### src/rtl/regfile_write_port.sv
// Write side of an 8 x 16-bit register file: one-entry write-back stage, one-hot commit, flat read bus.
// Optional macro REGFILE_BYPASS_EN forwards the pending write onto its regs_flat slice.
module regfile_write_port #(
    parameter int WIDTH = 16,
    parameter int NREGS = 8,
    parameter int CNT_W = 8
) (
    input  logic                   clk,
    input  logic                   rst_n,
    input  logic                   wr_en,
    input  logic [2:0]             wr_sel,
    input  logic [WIDTH-1:0]       wr_data,
    input  logic                   hold,
    output logic                   wr_ready,
    output logic                   pend_valid,
    output logic [2:0]             pend_sel,
    output logic [NREGS*WIDTH-1:0] regs_flat,
    output logic [CNT_W-1:0]       commit_cnt
);

    function automatic logic [NREGS-1:0] decode_onehot(input logic [2:0] sel);
        logic [NREGS-1:0] d;
        d      = '0;
        d[sel] = 1'b1;
        return d;
    endfunction

    logic                   r_vld_p1;
    logic [2:0]             r_sel_p1;
    logic [WIDTH-1:0]       r_data_p1;
    logic [WIDTH-1:0]       r_regs [NREGS];
    logic [CNT_W-1:0]       r_cnt;

    logic                   w_accept;
    logic                   w_commit;
    logic [NREGS-1:0]       w_wen;

    assign wr_ready   = !r_vld_p1 || !hold;
    assign w_accept   = wr_en && wr_ready;
    assign w_commit   = r_vld_p1 && !hold;
    assign w_wen      = w_commit ? decode_onehot(r_sel_p1) : '0;

    assign pend_valid = r_vld_p1;
    assign pend_sel   = r_sel_p1;
    assign commit_cnt = r_cnt;

    // Stage p1: write-back holding register; commit into the register array
    always_ff @(posedge clk) begin
        if (!rst_n) begin
            r_vld_p1  <= 1'b0;
            r_sel_p1  <= '0;
            r_data_p1 <= '0;
            r_cnt     <= '0;
            for (int k = 0; k < NREGS; k++) begin
                r_regs[k] <= '0;
            end
        end else begin
            if (w_accept) begin
                r_vld_p1  <= 1'b1;
                r_sel_p1  <= wr_sel;
                r_data_p1 <= wr_data;
            end else if (w_commit) begin
                r_vld_p1  <= 1'b0;
            end
            if (w_commit) begin
                r_cnt <= r_cnt + 1'b1;
            end
            for (int k = 0; k < NREGS; k++) begin
                if (w_wen[k]) begin
                    r_regs[k] <= r_data_p1;
                end
            end
        end
    end

    always_comb begin
        regs_flat = '0;
        for (int k = 0; k < NREGS; k++) begin
`ifdef REGFILE_BYPASS_EN
            if (r_vld_p1 && (int'(r_sel_p1) == k)) begin
                regs_flat[k*WIDTH +: WIDTH] = r_data_p1;
            end else begin
                regs_flat[k*WIDTH +: WIDTH] = r_regs[k];
            end
`else
            regs_flat[k*WIDTH +: WIDTH] = r_regs[k];
`endif
        end
    end

endmodule
### config.mk
export PLATFORM = sky130hd
export DESIGN_NAME = regfile_write_port
export DESIGN_NICKNAME = d
export VERILOG_FILES = /design/src/rtl/regfile_write_port.sv
export SDC_FILE = /design/constraint.sdc
export NUM_CORES = 1
export LEC_CHECK = 0
export ABC_AREA = 1
export CAP_MARGIN = 40
export CELL_PAD_IN_SITES_DETAIL_PLACEMENT = 1
export CELL_PAD_IN_SITES_GLOBAL_PLACEMENT = 1
export CORE_MARGIN = 2
export CORE_UTILIZATION = 40
export CTS_CLUSTER_DIAMETER = 80
export DETAILED_ROUTE_END_ITERATION = 16
export GPL_ROUTABILITY_DRIVEN = 0
export MAX_ROUTING_LAYER = met4
export PLACE_DENSITY_LB_ADDON = 0.2
export SYNTH_ARGS = -nofsm -noshare
export SYNTH_HDL_FRONTEND = slang
export SYNTH_SLANG_ARGS = --single-unit
### constraint.sdc
create_clock -name clk -period 4.8 [get_ports clk]
set_input_delay 1.44 -clock clk [delete_from_list [all_inputs] [get_ports clk]]
set_output_delay 1.44 -clock clk [all_outputs]
set_load 0.005 [all_outputs]
==> flow_summary.yaml <==
status:
  status: "finished clean"
floorplanning:
  rows: 43
  die_height_um: 122
  io_pins: 164
  coreArea_mm2: 0.0138
  dieWidth_um: 122
  die_area_mm2: 0.0150
  initial_core_util: 0.407
logic_synthesis:
  async_flop_share: 0
  synth-seq-cells: 156
  ys_seq_area_frac: 0.786
  yosysWarnings: 0
  synth_top_area_frac: 0.686
  synth_edf_count: 128
  synth_top_flop_cell: "edfxtp_1"
  avgSynthCellArea_um2: 13.0
  synth_nets: 455
  synth.largest_area_cell: "edfxtp_1"
  synth_cell_type_count: 20
  synth.area.top_cells: "edfxtp_1 (69%), dfxtp_1 (10%), nor2_1 (7.4%)"
  syn_area_mm2: 0.00560
  syn_inst: 431
power_and_ir_drop:
  power_density_mw_per_mm2: 391
  p_leak_nw: 3.02
  peakVddDrop_v: 0.000218
sta:
  fin_crit_sh: 0.821
  drv_slew: 0
  fin_setup_tns_ps: 0
  maxSlewHeadroom: 0.528
  hold_viol: 0
  worstMarginPinSlew_ps: 707
  finalClockSkew_ps: 8.61
  rsz0062_at_grt: "no"
  setup_slack_ps: 861
  setup_violations: 0
  fmax_mhz: 254
  min_period_ps: 3940
setup_path:
  reg2reg_from: "pend_valid"
  r2r_cells: 4
  required_ps: 3360
  cp_num_buf_inv: 2
  r2r_end: "r_regs[0][30]"
  worst_path_most_repeated_cell: "clkdlybuf4s50_1"
  critPathSlowestCell: "clkdlybuf4s50_1"
  crit_family: "buffers and inverters"
  path_cells: "clkdlybuf4s50_1, nand2_1, clkdlybuf4s50_1"
  reg2reg_setup_slack_ps: 2810
  slowest_delay_ps: 510
  endpoint_kind: "output port"
  crit_arrival_ps: 2500
  crit_type: "in2out"
  cp-start-kind: "input port"
  crit_fanout: 3
global_route:
  grt_pass1_vias: 4048
  overflow: 0
  grt_max_degree: 38
  grt_usage: 0.206
  antenna_found_initial: 0
  grt_pass1_wl_um: 21900
clock_network:
  cts.reportedPaths.clkPinSlew_ps: 60
  clock-sinks: 156
  cts_buffers: 17
  post_cts_buffers: 0
  hold_buffers: 0
  clock_latency_ps: 420
  htree_levels: 4
  cts_tree: "done"
  clock_path_buffers: 2
  cts-root-buf: "clkbuf_16"
  post_cts_resized: 0
route:
  via_per_inst: 4.77
  firstDrtPassIters: 4
  vias: 3805
  wire_per_inst_um: 18.0
  first_iter_violations: 249
  wirelength_um: 14400
  ant_nets: 0
  drc: 0
place:
  dp_slack_ps: 857
  dp_hpwl_um: 10300
  io_buffers: 163
  dp_cells: 765
hold_path:
  min_path_type: "reg2reg"
  min_path_cells: 2
  min_to: "commit_cnt[6]"
  hold_start: "commit_cnt[6]"
final_layout:
  fillers: 1429
  n_antenna_cell: 0
  final_cell_mix: "clkdlybuf4s50_1 (162), edfxtp_1 (128), nor2_1 (111)"
  layoutNonFillerInstCount: 797
  areaGrowthSynthToFinish_pct: 44.1
  layout.area.seq_mm2: 0.00440
  multiInputGateArea_um2: 948
  nets: 628
  final_common_cell: "clkdlybuf4s50_1"
  drive_above_1_share: 0.0908
flow_run:
  max-cap-violations: 0
-- cells in the mapped netlist, types with 3 or more instances --
master      n
nand3_1     4
o21ai_1     5
nand2_2     5
a21oi_1    24
clkbuf_1    3
inv_1      40
edfxtp_1  128
dfxtp_1    28
o21ai_0    21
buf_2      10
nor2_1    111
nand3_2     3
nand2_1    39
-- worst max path at each step --
stage          from      endpoint  slack, ps  depth (start not counted)
6_report       hold      wr_ready        860                          3
3_3_place_gp   hold      wr_ready        870                          3
5_1_grt        hold      wr_ready        820                          3
3_5_place_dp   hold      wr_ready        860                          3
4_1_cts        hold      wr_ready        850                          3
2_1_floorplan  hold  r_regs[0][0]       1470                          5
-- per-stage QoR --
step	power, mW	cell area, um2	hold WS (ps)	utilization
finish	3.16	8070	528	0.586
global route	3.26	8070	559	0.586
CTS	3.18	8070	530	0.586
detailed placement	1.83	7470	510	0.542
global placement	1.81	7390	483	0.537
floorplan	1.66	5600	482	-
-- power by group --
part           switching, mW  total, mW  leakage (nW)  internal, mW
sequential            0.0282       1.56          1.56          1.53
clock                  0.570       1.36         0.295         0.787
combinational          0.120      0.244          1.17         0.124
total                  0.718       3.16          3.02          2.44
-- worst register-to-register path, cell delays in order, from the launching register on --
cell and delay, ps:
dfxtp_1 410, nand2_2 120, inv_6 110, nand3_2 310, nand2_1 660
-- sequential cells by signal, summed over array words and instances (netlist names) --
signal	flops
commit_cnt	8
pend_sel	3
pend_valid	1
r_data_p1	16
r_regs	128
-- per-layer routing --
| metal | global-route usage | share of wire |
|---|---|---|
| met5 | - | 0 |
| met4 | 0.0833 | 0.022 |
| met3 | 0.0488 | 0.054 |
| met2 | 0.354 | 0.53 |
| met1 | 0.231 | 0.39 |
-- final cells by class --
type | count | share of cell area
tap | 180 | 0.0279
multi-input combinational | 216 | 0.117
clock buffer | 17 | 0.0527
timing repair buffer | 170 | 0.214
sequential | 156 | 0.546
inverter | 43 | 0.0206
clock inverter | 15 | 0.0219
-- kinds of logic after synthesis --
group | after synthesis | synth area share
DFF | 156 | 0.786
adders and majority gates | 1 | 0.00223
buffers and inverters | 59 | 0.0460
AOI/OAI and AO/OA | 50 | 0.0447
and+or+nand+nor | 165 | 0.121
(Power assumes the default switching activity.)
